--- src/rtl/scr1_timer_mc.sv ---
// scr1_timer_mc: multi-channel memory-mapped machine timer with prescaler and periodic compare
package scr1_timer_mc_pkg;
   localparam int SCR1_DMEM_AWIDTH = 32;
   localparam int SCR1_DMEM_DWIDTH = 32;
   localparam logic SCR1_MEM_CMD_RD = 1'b0;
   localparam logic SCR1_MEM_CMD_WR = 1'b1;
   typedef enum logic [1:0] {
      SCR1_MEM_WIDTH_BYTE  = 2'b00,
      SCR1_MEM_WIDTH_HWORD = 2'b01,
      SCR1_MEM_WIDTH_WORD  = 2'b10
   } type_scr1_mem_width_e;
   typedef enum logic [1:0] {
      SCR1_MEM_RESP_NOTRDY = 2'b00,
      SCR1_MEM_RESP_RDY_OK = 2'b01,
      SCR1_MEM_RESP_RDY_ER = 2'b10
   } type_scr1_mem_resp_e;
endpackage

module scr1_timer_mc
   import scr1_timer_mc_pkg::*;
#(
   parameter int NUM_CH     = 4,
   parameter int DIV_WIDTH  = 16,
   parameter int ADDR_WIDTH = 8
) (
   input  logic                        clk,
   input  logic                        rst_n,
   input  logic                        ext_tick,
   input  logic                        dmem_req,
   input  logic                        dmem_cmd,
   input  type_scr1_mem_width_e        dmem_width,
   input  logic [SCR1_DMEM_AWIDTH-1:0] dmem_addr,
   input  logic [SCR1_DMEM_DWIDTH-1:0] dmem_wdata,
   output logic                        dmem_req_ack,
   output logic [SCR1_DMEM_DWIDTH-1:0] dmem_rdata,
   output type_scr1_mem_resp_e         dmem_resp,
   output logic [63:0]                 timer_val,
   output logic [NUM_CH-1:0]           timer_irq,
   output logic                        timer_irq_any
);
   localparam int AW4 = ADDR_WIDTH - 4;

   logic                  ctrl_en, ctrl_ext;
   logic [DIV_WIDTH-1:0]  divider, cnt;
   logic [63:0]           mtime, mtime_inc;
   logic [NUM_CH-1:0]     status, enable, arm, periodic, hit, ch_sel;
   logic [63:0]           cmp [NUM_CH];
   logic [31:0]           period [NUM_CH];
   logic                  ext_s1, ext_s2, ext_s3, ext_pulse, cnt_en, tick;
   logic [ADDR_WIDTH-1:0] off;
   logic [AW4-1:0]        blk, ch_idx;
   logic [1:0]            fld;
   logic                  blk0, blk1, ch_hit, valid, wr;
   logic                  we_ctrl, we_div, we_lo, we_hi, we_sts, we_ena;
   logic [31:0]           rmux;
   logic                  unused_addr;

   assign off       = dmem_addr[ADDR_WIDTH-1:0];
   assign blk       = off[ADDR_WIDTH-1:4];
   assign fld       = off[3:2];
   assign ch_idx    = blk - AW4'(2);
   assign blk0      = blk == AW4'(0);
   assign blk1      = blk == AW4'(1);
   assign ch_hit    = blk >= AW4'(2) && blk < AW4'(2 + NUM_CH);
   assign valid     = dmem_width == SCR1_MEM_WIDTH_WORD && off[1:0] == 2'b00 && (blk0 || (blk1 && !fld[1]) || ch_hit);
   assign wr        = dmem_req && dmem_cmd == SCR1_MEM_CMD_WR && valid;
   assign we_ctrl   = wr && blk0 && fld == 2'd0;
   assign we_div    = wr && blk0 && fld == 2'd1;
   assign we_lo     = wr && blk0 && fld == 2'd2;
   assign we_hi     = wr && blk0 && fld == 2'd3;
   assign we_sts    = wr && blk1 && fld == 2'd0;
   assign we_ena    = wr && blk1 && fld == 2'd1;
   assign unused_addr = ^dmem_addr[SCR1_DMEM_AWIDTH-1:ADDR_WIDTH];

   assign ext_pulse = ext_s2 && !ext_s3;
   assign cnt_en    = ctrl_en && (ctrl_ext ? ext_pulse : 1'b1);
   assign tick      = cnt_en && cnt == '0;
   assign mtime_inc = mtime + 64'(tick);

   assign dmem_req_ack  = 1'b1;
   assign timer_val     = mtime;
   assign timer_irq     = status & enable;
   assign timer_irq_any = |timer_irq;

   // register read multiplexer, sampled into dmem_rdata on the request cycle
   always_comb begin
      rmux = '0;
      if (blk0)
         rmux = fld == 2'd0 ? {30'd0, ctrl_ext, ctrl_en} : fld == 2'd1 ? 32'(divider) : fld == 2'd2 ? mtime[31:0] : mtime[63:32];
      else if (blk1)
         rmux = fld[0] ? 32'(enable) : 32'(status);
      for (int i = 0; i < NUM_CH; i++)
         if (ch_sel[i])
            rmux = fld == 2'd0 ? cmp[i][31:0] : fld == 2'd1 ? cmp[i][63:32] : fld == 2'd2 ? period[i] : {30'd0, periodic[i], arm[i]};
   end

   // registered bus response
   always_ff @(posedge clk or negedge rst_n) begin
      if (!rst_n) begin
         dmem_resp  <= SCR1_MEM_RESP_NOTRDY;
         dmem_rdata <= '0;
      end else begin
         dmem_resp  <= !dmem_req ? SCR1_MEM_RESP_NOTRDY : valid ? SCR1_MEM_RESP_RDY_OK : SCR1_MEM_RESP_RDY_ER;
         dmem_rdata <= (dmem_req && valid && dmem_cmd == SCR1_MEM_CMD_RD) ? rmux : '0;
      end
   end

   // ext_tick synchroniser plus edge-detect flop
   always_ff @(posedge clk or negedge rst_n) begin
      if (!rst_n) {ext_s3, ext_s2, ext_s1} <= 3'b000;
      else        {ext_s3, ext_s2, ext_s1} <= {ext_s2, ext_s1, ext_tick};
   end

   // control, prescaler and mtime; a half written during a tick still takes the other half of the increment
   always_ff @(posedge clk or negedge rst_n) begin
      if (!rst_n) begin
         ctrl_en  <= 1'b1;
         ctrl_ext <= 1'b0;
         divider  <= '0;
         cnt      <= '0;
         mtime    <= '0;
      end else begin
         if (we_ctrl) {ctrl_ext, ctrl_en} <= dmem_wdata[1:0];
         if (we_div) divider <= dmem_wdata[DIV_WIDTH-1:0];
         cnt <= we_div ? dmem_wdata[DIV_WIDTH-1:0] : tick ? divider : cnt_en ? cnt - DIV_WIDTH'(1) : cnt;
         mtime[31:0]  <= we_lo ? dmem_wdata : mtime_inc[31:0];
         mtime[63:32] <= we_hi ? dmem_wdata : mtime_inc[63:32];
      end
   end

   // sticky status (a same-cycle set beats the W1C clear) and enable mask
   always_ff @(posedge clk or negedge rst_n) begin
      if (!rst_n) begin
         status <= '0;
         enable <= '0;
      end else begin
         if (we_ena) enable <= dmem_wdata[NUM_CH-1:0];
         status <= (status & ~(we_sts ? dmem_wdata[NUM_CH-1:0] : '0)) | hit;
      end
   end

   for (genvar n = 0; n < NUM_CH; n++) begin : g_ch
      logic [63:0] cmp_r;
      logic [31:0] period_r;
      logic        arm_r, periodic_r, we_cl, we_ch, we_per, we_cc, match;
      assign ch_sel[n]   = ch_hit && ch_idx == AW4'(n);
      assign we_cl       = wr && ch_sel[n] && fld == 2'd0;
      assign we_ch       = wr && ch_sel[n] && fld == 2'd1;
      assign we_per      = wr && ch_sel[n] && fld == 2'd2;
      assign we_cc       = wr && ch_sel[n] && fld == 2'd3;
      assign match       = arm_r && mtime >= cmp_r;
      assign hit[n]      = match && !(we_cl || we_ch || we_cc);
      assign cmp[n]      = cmp_r;
      assign period[n]   = period_r;
      assign arm[n]      = arm_r;
      assign periodic[n] = periodic_r;

      // channel compare state; software writes pre-empt a same-cycle match
      always_ff @(posedge clk or negedge rst_n) begin
         if (!rst_n) begin
            cmp_r      <= '1;
            period_r   <= '0;
            arm_r      <= 1'b0;
            periodic_r <= 1'b0;
         end else begin
            if (we_cl) cmp_r[31:0] <= dmem_wdata;
            if (we_ch) cmp_r[63:32] <= dmem_wdata;
            if (hit[n] && periodic_r) cmp_r <= cmp_r + 64'(period_r);
            if (we_per) period_r <= dmem_wdata;
            if (we_cc) {periodic_r, arm_r} <= dmem_wdata[1:0];
            else if (hit[n] && !periodic_r) arm_r <= 1'b0;
         end
      end
   end
endmodule

--- config.mk ---
export PLATFORM = sky130hd
export DESIGN_NAME = scr1_timer_mc
export DESIGN_NICKNAME = d
export VERILOG_FILES = /design/src/rtl/scr1_timer_mc.sv
export SDC_FILE = /design/constraint.sdc
export NUM_CORES = 2
export LEC_CHECK = 0
export CORE_MARGIN = 3
export CORE_UTILIZATION = 35
export CTS_BUF_LIST = sky130_fd_sc_hd__clkbuf_16
export CTS_CLUSTER_SIZE = 8
export DETAILED_ROUTE_END_ITERATION = 8
export GPL_ROUTABILITY_DRIVEN = 0
export MAX_ROUTING_LAYER = met4
export PLACE_DENSITY_LB_ADDON = 0.3
export SKIP_LAST_GASP = 1
export SYNTH_ARGS = -nofsm -noshare
export SYNTH_HDL_FRONTEND = slang
export SYNTH_SLANG_ARGS = --single-unit
--- constraint.sdc ---
create_clock -name clk -period 6.4 [get_ports clk]
set_input_delay 0.64 -clock clk [delete_from_list [all_inputs] [get_ports clk]]
set_output_delay 0.64 -clock clk [all_outputs]
set_load 0.005 [all_outputs]
==> flow_summary.ini <==
[pwr]
power_density_mw_per_mm2 = 164
switchingPower_mw = 2.15
p_leak_nw = 20.9
pwr-share-comb_pct = 6.6
pwr-share-clk_pct = 50.2
swShare_pct = 26.9
p_int_mw = 5.83
vdd_ir_drop_max_v = 0.000173
seq_power_share_pct = 43.2

[placed_design]
hpwl_um = 135000
port_buffers = 149

[finish]
post-route-util_pct = 40.4
area_delta_synth_final_pct = 14.0
drive_gt1_share_pct = 13.8
final_common_cell = nand2_1
layout_common_cells = nand2_1, o21ai_0, a21oi_1
layout.nets = 5559

[sta]
period_share_pct = 85.3
tightest_slew_ns = 1.42
relSlewSlack_pct = 4.31
setup_viol = 0
min_period_ns = 5.46
skew_ns = 0.0255
hold_violations = 0
timing.hold.ws_ns = 0.352
rsz0062_at_grt = false
fmax_ghz = 0.183
fin_tns_setup_ns = 0
slew_violations = 0

[floorplan]
io_pins = 175
core_mm2 = 0.120
dieArea_mm2 = 0.126
num_rows = 127
die_y_um = 355
die_x_um = 355
start_util_pct = 35.4

[logic_synthesis]
ys_ff_latch = 535
synth_edf_count = 0
yosysSeqAreaShare_pct = 32.1
synth_top_family_by_area = compound AO/OA/AOI/OAI gates
async_flop_share_pct = 100
synthMuxAreaShare_pct = 10.8
yosys_warnings = 0
synth_cells = 5002
avgSynthCellArea_um2 = 8.54
synth_nets = 5466
synthFlopType = dfrtp_1
netlist.area_leader.share_pct = 16.3
syn_area_mm2 = 0.0427
synthAdderAreaFrac_pct = 11.6
yosysTopAreaCell = dfrtp_1
synth.top_cells.by_area = dfrtp_1, dfstp_2, ha_1
yosys.area_share.simple_pct = 16.1
synth.distinct_cells = 86
synth_compound_area_share_pct = 20.6
synth_xor_area_share_pct = 3.67

[worst_setup_path]
cp-start-kind = register
crit_path_max_incr_delay_ns = 0.69
endpoint_kind = register
path_buf_inv = 2
cp.required_ns = 6.91
cp.arrival_ns = 5.97
reg2regPathDepth = 18
cp_top_family = simple AND/OR/NAND/NOR gates
crit_path_top_delay_cell = or4_1
path_cells = inv_1, ha_1, nor4b_1, o2111ai_1, nor2_1, nand3b_1, or4_1, inv_1, ha_1, and4_1, and3_1, nand2_1, or4_1, nor2_1, nand3_1, nor3_1, xnor2_1, o21ai_0
path_class = register to register
crit_cells = 18
critPathMaxFanout = 12

[clock_tree]
cts_sinks = 535
numCtsBuffers = 79
post_cts_buffers = 0
clk_latency_ns = 0.66
ctsResizeCount = 0
h-tree-depth = 3
ctsHoldBuffers = 1
root_buffer = clkbuf_16
path_clk_slew_ns = 0.05
clockBufferDepth = 3
cts_tree = yes

[run_status]
outcome = finished, final reports clean

[global_routing]
grt_pass1_wl_um = 270000
grt_pass1_vias = 39100
grt_usage_pct = 29.4
antenna_found_initial = 16
grt_overflow = 0
grt_max_degree = 138

[worst_hold_path]
hold_depth = 0
hold_class = register to register

[route]
drt_iter0_drc = 5053
wl_per_cell_um = 27.3
vias = 41600
vias_per_cell = 6.14
wl_um = 185000
ant_nets = 0
drc = 0
drt-pass1-iter-count = 6

[flow_run]
cap_violations = 0
## synth_stat cells, drive strengths merged, types with 64 or more instances
library cell / count
dfstp: 257
ha: 389
nand3: 129
mux2: 168
a21o: 130
dfrtp: 278
buf: 64
o21ai: 420
a21oi: 403
nand2: 538
xor2: 78
inv: 303
nor2: 359
nand4: 92
xnor2: 101
clkbuf: 203
nor3: 88
mux2i: 249
## kinds of logic (layout without fill, tap and decap cells)
logic type	Yosys count	after routing
AO/OA/AOI/OAI	1423	1423
flip-flops	535	535
XOR/XNOR	179	179
adder cells (fa/ha/maj)	393	393
other	1	11
AND/OR/NAND/NOR	1474	1474
buffers and inverters	570	725
multiplexers	427	427
## layout make-up
cell class	count	area, µm²
well taps	1612	2020
multi-input cells	3897	26900
inverters	303	1140
clock inverters	62	259
diodes	10	25.0
repair buffers	279	2560
clock buffers	81	2030
flip-flops and latches	535	13700
fillers	12200	71800
## layer usage
metal	vias up	track usage, %	share of wire [%]
met5	-	-	0
met4	0	13.7	5.6
met1	20300	38.1	40
met2	2426	43.4	43
met3	479	6.72	11
li1	18400	-	-
## final timing paths
| check | start | end | slack, ns |
|---|---|---|---|
| worst max-delay path | cnt[0]$_DFFE_PN0P_ | timer_val[63]$_DFF_PN0_ | 0.94 |
| max in group asynchronous | rst_n | g_ch[1].period_r[14]$_DFFE_PN0P_ | 4.29 |
| worst min register to register | ext_s1$_DFF_PN0_ | ext_s2$_DFF_PN0_ | 0.35 |
| worst max register to register | cnt[0]$_DFFE_PN0P_ | timer_val[63]$_DFF_PN0_ | 0.94 |
| min in group asynchronous | rst_n | g_ch[3].period_r[2]$_DFFE_PN0P_ | 0.58 |
| worst min-delay path | ext_s1$_DFF_PN0_ | ext_s2$_DFF_PN0_ | 0.35 |
## power by group through the flow
stage	logic, mW	clock network, mW	registers, mW
after global routing	0.557	4.19	3.45
after floorplan	0.220	0	3.49
after detailed placement	0.518	0	3.50
after global placement	0.513	0	3.50
after CTS	0.520	4.06	3.45
final	0.529	4.00	3.45
## registers in the layout, summed over array words and instances (netlist names)
| register | count |
|---|---|
| dmem_rdata | 32 |
| ctrl_en | 1 |
| ext_s2 | 1 |
| ctrl_ext | 1 |
| g_ch.arm_r | 4 |
| ext_s1 | 1 |
| ext_s3 | 1 |
| g_ch.periodic_r | 4 |
| timer_val | 64 |
| cnt | 16 |
| enable | 4 |
| g_ch.period_r | 128 |
| status | 4 |
| divider | 16 |
| dmem_resp | 2 |
| g_ch.cmp_r | 256 |
## metrics by stage
stage | area (µm²) | instances | worst slack [ns] | power, mW
after global placement | 46300 | 6625 | 1.08 | 4.01
after global routing | 48700 | 6776 | 0.542 | 8.19
after detailed placement | 46300 | 6625 | 1.12 | 4.02
after floorplan | 42700 | 5002 | 2.23 | 3.71
after CTS | 48600 | 6769 | 1.06 | 8.03
final | 48700 | 6779 | 0.938 | 7.98
Power figures use the tool's default switching activity.
